==> src/rtl/hazard_scoreboard_pkg.sv <==
`default_nettype none
// ============================================================================
// Module      : hazard_scoreboard_pkg
// Description : Shared constants for the decode-stage hazard scoreboard:
//               default sizes, EXEC result-source encodings and the
//               PREG index width helper.
// Revision    : 1.0 - initial release
// ============================================================================
package hazard_scoreboard_pkg;

  localparam int PREG_COUNT_DEFAULT = 64;
  localparam int PERF_WIDTH_DEFAULT = 32;

  // EXEC result source; only the ALU result can be bypassed from EXEC.
  localparam logic [1:0] EX_ALU = 2'd0;
  localparam logic [1:0] EX_MEM = 2'd1;
  localparam logic [1:0] EX_MUL = 2'd2;
  localparam logic [1:0] EX_DIV = 2'd3;

  // Width of a physical-register index.
  function automatic int preg_bus(input int n);
    return $clog2(n);
  endfunction

endpackage
`default_nettype wire

==> src/rtl/hazard_scoreboard_if.sv <==
`default_nettype none
// ============================================================================
// Module      : hazard_scoreboard_if
// Description : Decode / pipeline-stage signal bundle seen by the hazard
//               scoreboard. master = pipeline side, slave = scoreboard.
// Revision    : 1.0 - initial release
// ============================================================================
interface hazard_scoreboard_if
  import hazard_scoreboard_pkg::*;
#(
  parameter int PREG_COUNT = PREG_COUNT_DEFAULT,
  parameter int PERF_WIDTH = PERF_WIDTH_DEFAULT
);
  localparam int PREG_BUS = preg_bus(PREG_COUNT);

  logic                  dec_valid;
  logic                  dec_rs_enable;
  logic [PREG_BUS-1:0]   dec_prs_addr;
  logic                  dec_rt_enable;
  logic [PREG_BUS-1:0]   dec_prt_addr;
  logic                  dec_wb_reg;
  logic [PREG_BUS-1:0]   dec_write_addr;
  logic                  exec_wb_reg;
  logic [1:0]            exec_exec_src;
  logic [PREG_BUS-1:0]   exec_write_addr;
  logic                  mem_wb_reg;
  logic [PREG_BUS-1:0]   mem_write_addr;
  logic                  wb_wb_reg;
  logic [PREG_BUS-1:0]   wb_write_addr;
  logic                  flush_exec;
  logic                  stall_dec;
  logic [PREG_BUS:0]     pending_count;
  logic [PERF_WIDTH-1:0] stall_cycles;

  modport master (
    output dec_valid, dec_rs_enable, dec_prs_addr, dec_rt_enable, dec_prt_addr,
           dec_wb_reg, dec_write_addr, exec_wb_reg, exec_exec_src, exec_write_addr,
           mem_wb_reg, mem_write_addr, wb_wb_reg, wb_write_addr, flush_exec,
    input  stall_dec, pending_count, stall_cycles
  );

  modport slave (
    input  dec_valid, dec_rs_enable, dec_prs_addr, dec_rt_enable, dec_prt_addr,
           dec_wb_reg, dec_write_addr, exec_wb_reg, exec_exec_src, exec_write_addr,
           mem_wb_reg, mem_write_addr, wb_wb_reg, wb_write_addr, flush_exec,
    output stall_dec, pending_count, stall_cycles
  );

endinterface
`default_nettype wire

==> src/rtl/hazard_pending_table.sv <==
`default_nettype none
// ============================================================================
// Module      : hazard_pending_table
// Description : Per-PREG pending-write vector with set-over-clear priority
//               and a registered popcount of the table.
// Revision    : 1.0 - initial release
// ============================================================================
module hazard_pending_table
  import hazard_scoreboard_pkg::*;
#(
  parameter  int PREG_COUNT = PREG_COUNT_DEFAULT,
  localparam int AW         = preg_bus(PREG_COUNT)
) (
  input  wire logic                  clk,
  input  wire logic                  rst_n,
  input  wire logic                  set_en_i,
  input  wire logic [AW-1:0]         set_addr_i,
  input  wire logic                  flush_clr_en_i,
  input  wire logic [AW-1:0]         flush_clr_addr_i,
  input  wire logic                  wb_clr_en_i,
  input  wire logic [AW-1:0]         wb_clr_addr_i,
  output logic      [PREG_COUNT-1:0] pending_o,
  output logic      [AW:0]           count_o
);

  logic [PREG_COUNT-1:0] pending_q, pending_d;
  logic [AW:0]           count_q, count_d;

  // Next table: clears first, then the issue set so a reallocated PREG
  // reflects its new owner; PREG 0 is forced clear.
  always_comb begin
    pending_d = pending_q;
    if (wb_clr_en_i)    pending_d[wb_clr_addr_i]    = 1'b0;
    if (flush_clr_en_i) pending_d[flush_clr_addr_i] = 1'b0;
    if (set_en_i)       pending_d[set_addr_i]       = 1'b1;
    pending_d[0] = 1'b0;
  end

  // Popcount of the next table so the registered count tracks the register.
  always_comb begin
    count_d = '0;
    for (int i = 1; i < PREG_COUNT; i++) begin
      count_d = count_d + {{AW{1'b0}}, pending_d[i]};
    end
  end

  // Table and count registers.
  always_ff @(posedge clk or negedge rst_n) begin
    if (!rst_n) begin
      pending_q <= '0;
      count_q   <= '0;
    end else begin
      pending_q <= pending_d;
      count_q   <= count_d;
    end
  end

  assign pending_o = pending_q;
  assign count_o   = count_q;

endmodule
`default_nettype wire

==> src/rtl/hazard_scoreboard.sv <==
`default_nettype none
// ============================================================================
// Module      : hazard_scoreboard
// Description : Decode-stage hazard check against in-flight PREG writes.
//               Stalls decode when a source is pending and no bypass path
//               (EXEC ALU, MEM, WB) can supply it, or a load sits in EXEC.
// Revision    : 1.0 - initial release
// ============================================================================
module hazard_scoreboard
  import hazard_scoreboard_pkg::*;
#(
  parameter int PREG_COUNT = PREG_COUNT_DEFAULT,
  parameter int PERF_WIDTH = PERF_WIDTH_DEFAULT
) (
  input wire logic          clk,
  input wire logic          rst_n,
  hazard_scoreboard_if.slave bus
);

  localparam int AW = preg_bus(PREG_COUNT);

  logic [PREG_COUNT-1:0] pending_vec;
  logic [AW:0]           pending_cnt;
  logic                  rs_haz, rt_haz, stall, issue;
  logic [PERF_WIDTH-1:0] stall_cycles_q, stall_cycles_d;

  // A source hazards when a load in EXEC targets it (youngest producer
  // wins over MEM/WB matches) or it is pending with no bypass available.
  function automatic logic haz_f(
    input logic          pend,
    input logic [AW-1:0] a,
    input logic          ex_w,
    input logic [1:0]    ex_src,
    input logic [AW-1:0] ex_a,
    input logic          mem_w,
    input logic [AW-1:0] mem_a,
    input logic          wb_w,
    input logic [AW-1:0] wb_a
  );
    logic fwd, load;
    fwd  = (ex_w && ex_src == EX_ALU && a == ex_a) ||
           (mem_w && a == mem_a) || (wb_w && a == wb_a);
    load = ex_w && ex_src != EX_ALU && a == ex_a;
    return (a != '0) && (load || (pend && !fwd));
  endfunction

  // Zero-latency stall and issue decision.
  always_comb begin
    rs_haz = haz_f(pending_vec[bus.dec_prs_addr], bus.dec_prs_addr,
                   bus.exec_wb_reg, bus.exec_exec_src, bus.exec_write_addr,
                   bus.mem_wb_reg, bus.mem_write_addr,
                   bus.wb_wb_reg, bus.wb_write_addr);
    rt_haz = haz_f(pending_vec[bus.dec_prt_addr], bus.dec_prt_addr,
                   bus.exec_wb_reg, bus.exec_exec_src, bus.exec_write_addr,
                   bus.mem_wb_reg, bus.mem_write_addr,
                   bus.wb_wb_reg, bus.wb_write_addr);
    stall  = bus.dec_valid && !bus.flush_exec &&
             ((bus.dec_rs_enable && rs_haz) || (bus.dec_rt_enable && rt_haz));
    issue  = bus.dec_valid && !stall && !bus.flush_exec &&
             bus.dec_wb_reg && (bus.dec_write_addr != '0);
  end

  hazard_pending_table #(
    .PREG_COUNT (PREG_COUNT)
  ) u_table (
    .clk              (clk),
    .rst_n            (rst_n),
    .set_en_i         (issue),
    .set_addr_i       (bus.dec_write_addr),
    .flush_clr_en_i   (bus.flush_exec && bus.exec_wb_reg),
    .flush_clr_addr_i (bus.exec_write_addr),
    .wb_clr_en_i      (bus.wb_wb_reg),
    .wb_clr_addr_i    (bus.wb_write_addr),
    .pending_o        (pending_vec),
    .count_o          (pending_cnt)
  );

  // Stall-cycle counter next value; wraps naturally.
  always_comb begin
    stall_cycles_d = stall_cycles_q;
    if (stall) stall_cycles_d = stall_cycles_q + 1'b1;
  end

  // Stall-cycle counter register.
  always_ff @(posedge clk or negedge rst_n) begin
    if (!rst_n) stall_cycles_q <= '0;
    else        stall_cycles_q <= stall_cycles_d;
  end

  assign bus.stall_dec     = stall;
  assign bus.pending_count = pending_cnt;
  assign bus.stall_cycles  = stall_cycles_q;

endmodule
`default_nettype wire

==> src/flat_wrapper.sv <==
// flat-port wrapper written by rule: the top's interface ports become plain ports
module hazard_scoreboard_flat import hazard_scoreboard_pkg::*;
#(
  parameter int PREG_COUNT = PREG_COUNT_DEFAULT,
  parameter int PERF_WIDTH = PERF_WIDTH_DEFAULT
)
  (clk, rst_n, bus_dec_valid, bus_dec_rs_enable, bus_dec_prs_addr, bus_dec_rt_enable, bus_dec_prt_addr, bus_dec_wb_reg, bus_dec_write_addr, bus_exec_wb_reg, bus_exec_exec_src, bus_exec_write_addr, bus_mem_wb_reg, bus_mem_write_addr, bus_wb_wb_reg, bus_wb_write_addr, bus_flush_exec, bus_stall_dec, bus_pending_count, bus_stall_cycles);
  hazard_scoreboard_if #(.PREG_COUNT(PREG_COUNT), .PERF_WIDTH(PERF_WIDTH)) bus_i ();
  input wire logic clk;
  input wire logic rst_n;
  input wire logic [$bits(bus_i.dec_valid)-1:0] bus_dec_valid;
  input wire logic [$bits(bus_i.dec_rs_enable)-1:0] bus_dec_rs_enable;
  input wire logic [$bits(bus_i.dec_prs_addr)-1:0] bus_dec_prs_addr;
  input wire logic [$bits(bus_i.dec_rt_enable)-1:0] bus_dec_rt_enable;
  input wire logic [$bits(bus_i.dec_prt_addr)-1:0] bus_dec_prt_addr;
  input wire logic [$bits(bus_i.dec_wb_reg)-1:0] bus_dec_wb_reg;
  input wire logic [$bits(bus_i.dec_write_addr)-1:0] bus_dec_write_addr;
  input wire logic [$bits(bus_i.exec_wb_reg)-1:0] bus_exec_wb_reg;
  input wire logic [$bits(bus_i.exec_exec_src)-1:0] bus_exec_exec_src;
  input wire logic [$bits(bus_i.exec_write_addr)-1:0] bus_exec_write_addr;
  input wire logic [$bits(bus_i.mem_wb_reg)-1:0] bus_mem_wb_reg;
  input wire logic [$bits(bus_i.mem_write_addr)-1:0] bus_mem_write_addr;
  input wire logic [$bits(bus_i.wb_wb_reg)-1:0] bus_wb_wb_reg;
  input wire logic [$bits(bus_i.wb_write_addr)-1:0] bus_wb_write_addr;
  input wire logic [$bits(bus_i.flush_exec)-1:0] bus_flush_exec;
  output wire logic [$bits(bus_i.stall_dec)-1:0] bus_stall_dec;
  output wire logic [$bits(bus_i.pending_count)-1:0] bus_pending_count;
  output wire logic [$bits(bus_i.stall_cycles)-1:0] bus_stall_cycles;
  assign bus_i.dec_valid = bus_dec_valid;
  assign bus_i.dec_rs_enable = bus_dec_rs_enable;
  assign bus_i.dec_prs_addr = bus_dec_prs_addr;
  assign bus_i.dec_rt_enable = bus_dec_rt_enable;
  assign bus_i.dec_prt_addr = bus_dec_prt_addr;
  assign bus_i.dec_wb_reg = bus_dec_wb_reg;
  assign bus_i.dec_write_addr = bus_dec_write_addr;
  assign bus_i.exec_wb_reg = bus_exec_wb_reg;
  assign bus_i.exec_exec_src = bus_exec_exec_src;
  assign bus_i.exec_write_addr = bus_exec_write_addr;
  assign bus_i.mem_wb_reg = bus_mem_wb_reg;
  assign bus_i.mem_write_addr = bus_mem_write_addr;
  assign bus_i.wb_wb_reg = bus_wb_wb_reg;
  assign bus_i.wb_write_addr = bus_wb_write_addr;
  assign bus_i.flush_exec = bus_flush_exec;
  assign bus_stall_dec = bus_i.stall_dec;
  assign bus_pending_count = bus_i.pending_count;
  assign bus_stall_cycles = bus_i.stall_cycles;
  hazard_scoreboard #(.PREG_COUNT(PREG_COUNT), .PERF_WIDTH(PERF_WIDTH)) u_core (.clk(clk), .rst_n(rst_n), .bus(bus_i));
endmodule
==> config.mk <==
export PLATFORM = sky130hd
export DESIGN_NAME = hazard_scoreboard_flat
export DESIGN_NICKNAME = d
export VERILOG_FILES = /design/src/rtl/hazard_scoreboard_pkg.sv /design/src/rtl/hazard_scoreboard_if.sv /design/src/rtl/hazard_pending_table.sv /design/src/rtl/hazard_scoreboard.sv /design/src/flat_wrapper.sv
export SDC_FILE = /design/constraint.sdc
export NUM_CORES = 1
export LEC_CHECK = 0
export CAP_MARGIN = 10
export CORE_MARGIN = 4
export CORE_UTILIZATION = 35
export DETAILED_ROUTE_END_ITERATION = 6
export SKIP_LAST_GASP = 1
export SLEW_MARGIN = 20
export SYNTH_ARGS = -nofsm -noshare
export SYNTH_HDL_FRONTEND = slang
export SYNTH_SLANG_ARGS = --single-unit
==> constraint.sdc <==
create_clock -name clk -period 10.53 [get_ports clk]
set_input_delay 2.106 -clock clk [delete_from_list [all_inputs] [get_ports clk]]
set_output_delay 2.106 -clock clk [all_outputs]
set_load 0.02 [all_outputs]
[Word level (Yosys, flattened, before mapping)]
Cells that the tools add are included.
Storage, ports and cells
  register bits after elaboration: 102
  bits in latches: 0
  memories: 0
  word-level logic and storage cells: 140
  ROM bits: 0
  memory bits (writable): 0
Operators by class
  reduce and logical (&&, ||, !) cells: 42
  shifts and indexed selects: 0
  order comparisons: 8
  div/mod/pow operators: 0
  add/subtract/negate cells: 63
  multipliers: 0
  equal/unequal tests: 6
  bitwise logic cells: 5
  mux-type cells: 13
Operator list (number)
  adder 7 x 1 -> 7 bit: 56
  two-way mux 64 bit: 3
  AND 64 bit: 2
  NOT 64 bit: 2
  OR 64 bit: 1
  == test 6 bit: 6
  < comparator 6 x 7 -> 1 bit (second input constant): 5
  adder 32 x 1 -> 32 bit (second input constant): 1
  logical AND 1 bit: 26
  demux 1 bit (select 6 bit): 3
  greater-or-equal comparator 6 x 1 -> 1 bit (second input constant): 3
  nonzero test 6 bit: 3
  binary-select mux 1 bit (select 6 bit): 2
  adder 6 x 1 -> 7 bit: 1
  logical OR 1 bit: 7
  adder 5 x 1 -> 6 bit: 1
  adder 4 x 1 -> 5 bit: 1
  two-way mux 1 bit: 5
  adder 3 x 1 -> 4 bit: 1
  zero test 1 bit: 4
  adder 2 x 1 -> 3 bit: 1
  adder 1 x 1 -> 2 bit: 1
  zero test 2 bit: 1
  nonzero test 2 bit: 1

[Longest topological paths before layout]
Gate-level depths: netlist of the first run.
  word-level depth: 80
  gate-level depth with buffers: 33

[By module]
A second synthesis of the first run with hierarchy kept.
Second synthesis, totals
  cells, all modules: 798
  area, all modules: 8383.0 um^2
By module, submodules not included
  hazard_pending_table: area each 5156.2 um^2, instances 1, cells each 482
  hazard_scoreboard: area each 3226.8 um^2, instances 1, cells each 316

[Worst setup path before layout of the first run]
OpenSTA, ideal clock, no wires.
  kind: input to register
  start: in bus_dec_prs_addr[1]
  end: reg u_core.u_table.count_q[6] (netlist: u_core.u_table.count_o[6])
  stages on the path: 32
  required time: 10.406 ns
  arrival time: 10.032 ns
  buffers on the path: 4
  setup slack: 0.374 ns
  cell sequence: buf_2 clkbuf_1 mux4_2 a32oi_1 nand3_1 a32oi_1 o221ai_2 buf_6 nor4b_4 buf_4 a21oi_1 fa_1 inv_1 fa_1 inv_1 fa_1 fa_1 inv_1 fa_1 inv_1 fa_1 fa_1 inv_1 fa_1 fa_1 fa_1 a21oi_1 nor2_1 nor2_1 inv_1 a21oi_1 o21bai_1
On the way
  word-level cells in the longest chain between the ends: 79
  elaborated cells between the ends (all ways): 87
RTL lines
  from (decl): line flat_wrapper.sv:13  | input wire logic [$bits(bus_i.dec_prs_addr)-1:0] bus_dec_prs_addr;
  branches (longest 7 deep; another with binary-select mux 1 bit (select 6 bit))
  logical AND 1 bit *: line hazard_scoreboard.sv:44  | return (a != '0) && (load || (pend && !fwd));
  logical AND 1 bit *: line hazard_scoreboard.sv:58  | ((bus.dec_rs_enable && rs_haz) || (bus.dec_rt_enable && rt_haz));
  logical OR 1 bit *: line hazard_scoreboard.sv:58
  logical AND 1 bit *: line hazard_scoreboard.sv:57  | stall = bus.dec_valid && !bus.flush_exec &&
  zero test 1 bit *: line hazard_scoreboard.sv:59  | issue = bus.dec_valid && !stall && !bus.flush_exec &&
  logical AND 1 bit * (3 in series): line hazard_scoreboard.sv:59
  logical AND 1 bit *: line hazard_scoreboard.sv:60  | bus.dec_wb_reg && (bus.dec_write_addr != '0);
  [2 not listed]
  adder 2 x 1 -> 3 bit: line hazard_pending_table.sv:43  | count_d = count_d + {{AW{1'b0}}, pending_d[i]};
  adder 3 x 1 -> 4 bit: line hazard_pending_table.sv:43
  adder 4 x 1 -> 5 bit: line hazard_pending_table.sv:43
  adder 5 x 1 -> 6 bit: line hazard_pending_table.sv:43
  adder 6 x 1 -> 7 bit: line hazard_pending_table.sv:43
  adder 7 x 1 -> 7 bit (55 in series): line hazard_pending_table.sv:43
  adder 7 x 1 -> 7 bit *: line hazard_pending_table.sv:43
  named net u_core.u_table.count_d[6]: line hazard_pending_table.sv:27  | logic [AW:0] count_q, count_d;
  to (signal assigned): line hazard_pending_table.sv:54  | count_q <= count_d;
  to (decl): line hazard_pending_table.sv:27
Mark *: on every way through the listed nets, which the timed path passes. The select of a mux whose other input is x is not followed.
A chain may end at the register's enable or synchronous reset.

[Final worst setup path of the first run]
  start: in bus_dec_prs_addr[2]
  end: reg u_core.u_table.count_q[6] (netlist: u_core.u_table.count_o[6])
Same word-level chain as after synthesis.

==> results of run 1 <==
power by group:
group	total (mW)	switching (mW)	internal, mW
clock	0.358	0.151	0.207
combinational	0.805	0.434	0.372
sequential	0.466	0.0330	0.433
total	1.63	0.618	1.01
placed cells by master (no fill, tap or decap), drive strengths merged, types with 10 or more instances in the layout:
| master | synthesis | layout |
|---|---|---|
| nand3 | 29 | 29 |
| clkdlybuf4s50 | 0 | 81 |
| o21ai | 58 | 58 |
| nor4 | 12 | 12 |
| nor2 | 25 | 25 |
| buf | 32 | 121 |
| dfrtp | 102 | 102 |
| xor2 | 19 | 19 |
| clkbuf | 34 | 10 |
| fa | 53 | 53 |
| xnor2 | 52 | 52 |
| and3 | 22 | 22 |
| a21o | 61 | 61 |
| nor3 | 17 | 17 |
| nand4 | 23 | 23 |
| inv | 68 | 69 |
| ha | 16 | 16 |
| mux4 | 30 | 30 |
| nand2 | 32 | 32 |
| a21oi | 111 | 111 |
routing by layer:
layer  up-vias  global-route usage, %  wire length, µm
li1       3457                      -                -
met1      3722                   30.3            12400
met2       320                   33.6            13500
met3        46                   2.91             2210
met4         0                   6.79              728
met5         -                      0                0
stage by stage:
stage               hold WS (ns)  power, mW  cell area, µm²  instances  utilization, %
floorplan                  0.520       1.01            8530        885               -
global placement           0.461       1.27           10400       1331            43.6
detailed placement         0.463       1.28           10400       1331            43.6
finish                     0.480       1.63           11000       1361            46.1
global route               0.490       1.79           11000       1361            46.1
CTS                        0.480       1.65           10700       1346            44.9
logic make-up (layout without fill, tap and decap cells):
| kind of cell | Yosys count | after routing |
|---|---|---|
| XOR/XNOR | 71 | 71 |
| AND/OR/NAND/NOR | 219 | 219 |
| AO/OA/AOI/OAI | 256 | 256 |
| flip-flops | 102 | 102 |
| buffers and inverters | 134 | 291 |
| adder cells (fa/ha/maj) | 69 | 69 |
| multiplexers | 34 | 34 |
path summary, 6_finish.rpt:
check / depth (start not counted) / to / startpoint
max reg2reg: 30 / u_core.u_table.count_o[6] / u_core.u_table.pending_o[54]
min: 1 / u_core.bus.stall_cycles[31] / u_core.bus.stall_cycles[31]
max: 32 / u_core.u_table.count_o[6] / bus_dec_prs_addr[2]
min in group asynchronous: 1 / u_core.u_table.pending_o[52] / rst_n
max in group asynchronous: 2 / u_core.bus.stall_cycles[3] / rst_n
min reg2reg: 1 / u_core.bus.stall_cycles[31] / u_core.bus.stall_cycles[31]
cell type report:
type / instances / area (µm²) / area share, %
multi-input combinational: 649 / 5540 / 50.5
sequential: 102 / 2550 / 23.3
timing repair buffer: 208 / 1900 / 17.4
tap: 319 / 399 / 3.64
inverter: 68 / 255 / 2.33
clock buffer: 9 / 225 / 2.06
clock inverter: 6 / 86.3 / 0.788
registers in the layout (all words and copies together), names as in the netlist:
| register | count |
|---|---|
| u_core.u_table.pending_o | 63 |
| u_core.bus.stall_cycles | 32 |
| u_core.u_table.count_o | 7 |
repair_timing:
| action | CTS | global route |
|---|---|---|
| pin swaps | 1 | 18 |
| buffers inserted | 0 | 14 |
| hold buffers | 0 | 0 |
| setup endpoints to repair | 1 | 5 |
| hold endpoints to repair | 0 | 0 |
| cloned | 0 | 1 |
| resized for setup | 0 | 37 |
==> metrics.txt, run 1 <==
status complete, no violations; post-synthesis sequential area ratio 29.9%; top post-synthesis cells by count a21oi_1, dfrtp_1, inv_1, a21o_1, o21ai_0; minimum clock period 10.22 ns; Hold Fails Final Rpt 0; number of buffers created by CTS 9; Die ar. 26900 µm²; largest cells by area after synthesis dfrtp_1, fa_1, mux4_2, a21oi_1, a21o_1; layout cells sized above 1 19.4%; pins over their slew limit 0; Routed Antenna Nets 0; gr usage total 21.3%; crit start category primary input; Detailed Place HPWL 22.8 mm; Worst Path Buf+Inv 10; # DRC 0; crit-path most repeated cell fa_1; Largest delay share family, worst path adder cells; slew margin rel. 28.8%; Synth Area in Simple Gates 15.1%; root cell of the clock tree clkbuf_16; worst-case vdd ir drop 0.000166 V; Area Overhead vs Synth 28.5%; WL/cell 21.2 µm; Total Nets Final 1155; endpoints failing setup 0; CP required 10.77 ns; Worst-Skew Late Latency 0.35 ns; Clock transition at path regs 0.07 ns; Worst Slack Setup Final 0.315 ns; Detailed Routing Iterations Pass 1 5; maximum buffer depth of the clock tree 2; mux cell area share after synthesis 8.43%; Critical Path AT 10.45 ns; cell taking the most area after synthesis dfrtp_1; port buffer count 87; Worst Skew 0.00846 ns; Chip Height 164 µm; Syn Area/Cell 9.64 µm²; ant diodes 0; largest family of logic cells by synthesized area compound AO/OA/AOI/OAI gates; worst hold path type flop to flop; register bit total from synthesis 102; Initial Util 35.9%; slowest CP cell fa_1; H-Tree Depth 3; Crit Path Category primary input to flop; Post-synth EDFFs 0; fillcell total 2250; core area 23800 µm²; Yosys warning total 0; Slew @ Worst Pin 1.06 ns; num rows 56; Synth Area in Compound Gates 17.9%; prevailing post-synth register cell dfrtp_1; Max Freq 97.9 MHz; max cap viols 0; DR vias 7545; count leader, synth a21oi_1; number of I/O pins 88; total gr overflow 0; CP Max Fanout 7; pre-CTS WS -0.336 ns; Cell variety after synth 52; routed vias/inst 5.54; FF-to-FF setup slack 2.22 ns; DRT iter0 DRCs 783; period utilization 97.0%; top-area cell type share of the netlist area 29.9%; P per Cell Area 149 nW/µm²; Die Wd 164 µm; Synth async-reset ratio 100%; final wirelength 28.8 mm; Leak Pwr 5.23 nW; Setup TNS 0 ns; post-synthesis adder-cell area fraction 14.8%; xor/xnor share of the synthesized area 7.29%; net count after synthesis 1002; TritonCTS clock tree done; vias in the first global route 7559; Slowest Stage Delay on Critical Path 0.55 ns; initial antenna violation count 0; largest net degree at the start of global routing 71; clock net sink count 102; gpl congestion 0.969; Cells after Synth 885; CP Capture Type flop; Post-Syn Area 8530 µm²; first-pass GRT wire length 43.8 mm
Note: power is estimated with default switching activity, not from simulation.
==> run 2, diff against run 1 <==
--- a/config.mk
+++ b/config.mk
@@ -6,8 +6,8 @@
 export NUM_CORES = 1
 export LEC_CHECK = 0
 export CAP_MARGIN = 10
-export CORE_MARGIN = 4
 export CORE_UTILIZATION = 35
+export CTS_BUF_LIST = sky130_fd_sc_hd__clkbuf_2
 export DETAILED_ROUTE_END_ITERATION = 6
 export SKIP_LAST_GASP = 1
 export SLEW_MARGIN = 20
==> metrics.txt, run 2 (same netlist as run 1, synthesis figures left out) <==
DR vias 7682; H-Tree Depth 3; Critical Path AT 10.68 ns; Global Route met3 Usage 5.20%; pre-CTS WS -0.401 ns; Setup TNS 0 ns; Hold Fails Final Rpt 0; total gr overflow 0; endpoints failing setup 0; vias in the first global route 7757; GR Util met1 34.5%; Initial Util 36.0%; maximum buffer depth of the clock tree 2; dpl cell area 10300 µm²; max reg flops 63; slew margin rel. 38.7%; clock net sink count 102; worst hold start u_core.bus.stall_cycles[31]; FF-to-FF End u_core.u_table.count_o[6]; Total Nets Final 1139; Clock transition at path regs 0.31 ns; core area 23700 µm²; Worst-Skew Late Latency 0.66 ns; # DRC 0; initial antenna violation count 1; Area Overhead vs Synth 22.6%; Non-Filler Instances 1347; RSZ-0062 raised after global routing false; port buffer count 87; number of buffers created by CTS 9; gr usage total 24.8%; crit-path most repeated cell fa_1; Slew @ Worst Pin 0.912 ns; WL/cell 21.7 µm; Slowest Stage Delay on Critical Path 0.57 ns; Post-Layout Inst Area 10500 µm²; number of I/O pins 88; slowest CP cell clkdlybuf4s50_1; layout cells sized above 1 16.4%; Worst Hold Depth 1; Detailed Place HPWL 23.3 mm; num rows 56; period utilization 95.7%; met2 Use GR 37.5%; Worst Slack Setup Final 0.448 ns; CP Max Fanout 9; Die ar. 25000 µm²; most common cell after layout, fill and taps aside a21oi_1; crit start category primary input; DRT iter0 DRCs 715; Post-CTS Setup Bufs 0; worst-case vdd ir drop 0.000123 V; Worst Skew 0.0361 ns; FF-to-FF setup slack 2.08 ns; Routed Antenna Nets 0; hold slack 0.506 ns; R2R depth 29; Crit Path Category primary input to flop; TritonCTS clock tree done; R2R Path Start u_core.u_table.pending_o[15]; CP Capture Type flop; Hold Path End u_core.bus.stall_cycles[31]; Max Freq 99.2 MHz; gpl congestion 0.939; pins over their slew limit 0; Cells after DPL 1330; final wirelength 29.3 mm; max cap viols 0; first-pass GRT wire length 45.9 mm; Chip Height 158 µm; most frequent cells in the layout a21oi_1, buf_4, dfrtp_1; worst hold path type flop to flop; largest net degree at the start of global routing 63; P per Cell Area 140 nW/µm²; Detailed Routing Iterations Pass 1 5; status complete, no violations; minimum clock period 10.08 ns; Die Wd 158 µm; GRT Max-Usage Layer met2; Leak Pwr 4.98 nW; root cell of the clock tree clkbuf_2; CP required 11.13 ns; routed vias/inst 5.70
[run 2: changes by cell type in the layout (fill, tap and decap cells not counted), sizes merged]
cell	change
buf	-15
dlymetal6s2s	-5
bufinv	-1
diode	+1
clkdlybuf4s50	+5
clkbuf	-1
clkinv	+2
[run 2: metal layers]
| metal | up-vias | routed length [µm] |
|---|---|---|
| met5 | - | 0 |
| met2 | 408 | 13000 |
| li1 | 3419 | - |
| met1 | 3783 | 12700 |
| met3 | 72 | 2390 |
| met4 | 0 | 1130 |
[run 2: cell type report]
| class | count | area, µm² |
|---|---|---|
| timing repair buffer | 192 | 1680 |
| multi-input combinational | 649 | 5440 |
| tap | 319 | 399 |
| fill | 2340 | 13200 |
| inverter | 68 | 255 |
| clock buffer | 9 | 45.0 |
| clock inverter | 7 | 73.8 |
| sequential | 102 | 2550 |
| antenna | 1 | 2.50 |
[run 2: how the worst max path moves through the flow]
stage / startpoint / to / slack (ns) / cells past startpoint
CTS: bus_dec_prt_addr[1] / u_core.u_table.count_o[6] / 0.34 / 30
global route: bus_dec_prt_addr[0] / u_core.u_table.count_o[6] / 0.02 / 31
floorplan: bus_dec_prs_addr[1] / u_core.u_table.count_o[6] / 0.37 / 32
finish: bus_dec_prt_addr[1] / u_core.u_table.count_o[6] / 0.45 / 30
global placement: bus_dec_prt_addr[1] / u_core.u_table.count_o[6] / -0.30 / 29
detailed placement: bus_dec_prt_addr[1] / u_core.u_table.count_o[6] / -0.40 / 30
[run 2: per-stage QoR]
stage	util, %	power (mW)
CTS	44.0	1.48
finish	44.1	1.46
detailed placement	43.5	1.26
floorplan	-	1.01
global route	44.1	1.63
global placement	43.5	1.27
[run 2: repair_timing]
item | in CTS | in global routing
setup endpoints to repair | 0 | 2
hold buffers | 0 | 0
gates resized for setup | 0 | 3
[run 2: critical path, delay by kind of cell]
kind | cells | cell delay, ns
compound gates | 7 | 1.37
fa+ha+maj | 10 | 4.96
mux | 1 | 0.35
buf+inv | 8 | 1.45
simple gates | 4 | 0.43
[run 2: power by group]
group	switching (mW)	internal, mW	total [mW]
combinational	0.437	0.355	0.793
clock	0.150	0.0560	0.206
sequential	0.0315	0.434	0.465
==> run 3, diff against run 2 <==
--- a/config.mk
+++ b/config.mk
@@ -8,6 +8,7 @@
 export CAP_MARGIN = 10
 export CORE_UTILIZATION = 35
 export CTS_BUF_LIST = sky130_fd_sc_hd__clkbuf_2
+export CTS_CLUSTER_SIZE = 8
 export DETAILED_ROUTE_END_ITERATION = 6
 export SKIP_LAST_GASP = 1
 export SLEW_MARGIN = 20
==> constraint.sdc (replaced) <==
create_clock -name clk -period 10.53 [get_ports clk]
set_input_delay 2.106 -clock clk [delete_from_list [all_inputs] [get_ports clk]]
set_output_delay 2.106 -clock clk [all_outputs]
set_load 0.05 [all_outputs]
==> results of run 3 <==
Same layout as run 2 (identical final DEF). Status: complete, no violations.
Main changes from that run: total power 1.46 mW -> 1.50 mW; worst IR drop on VDD 0.000123 V -> 0.000130 V
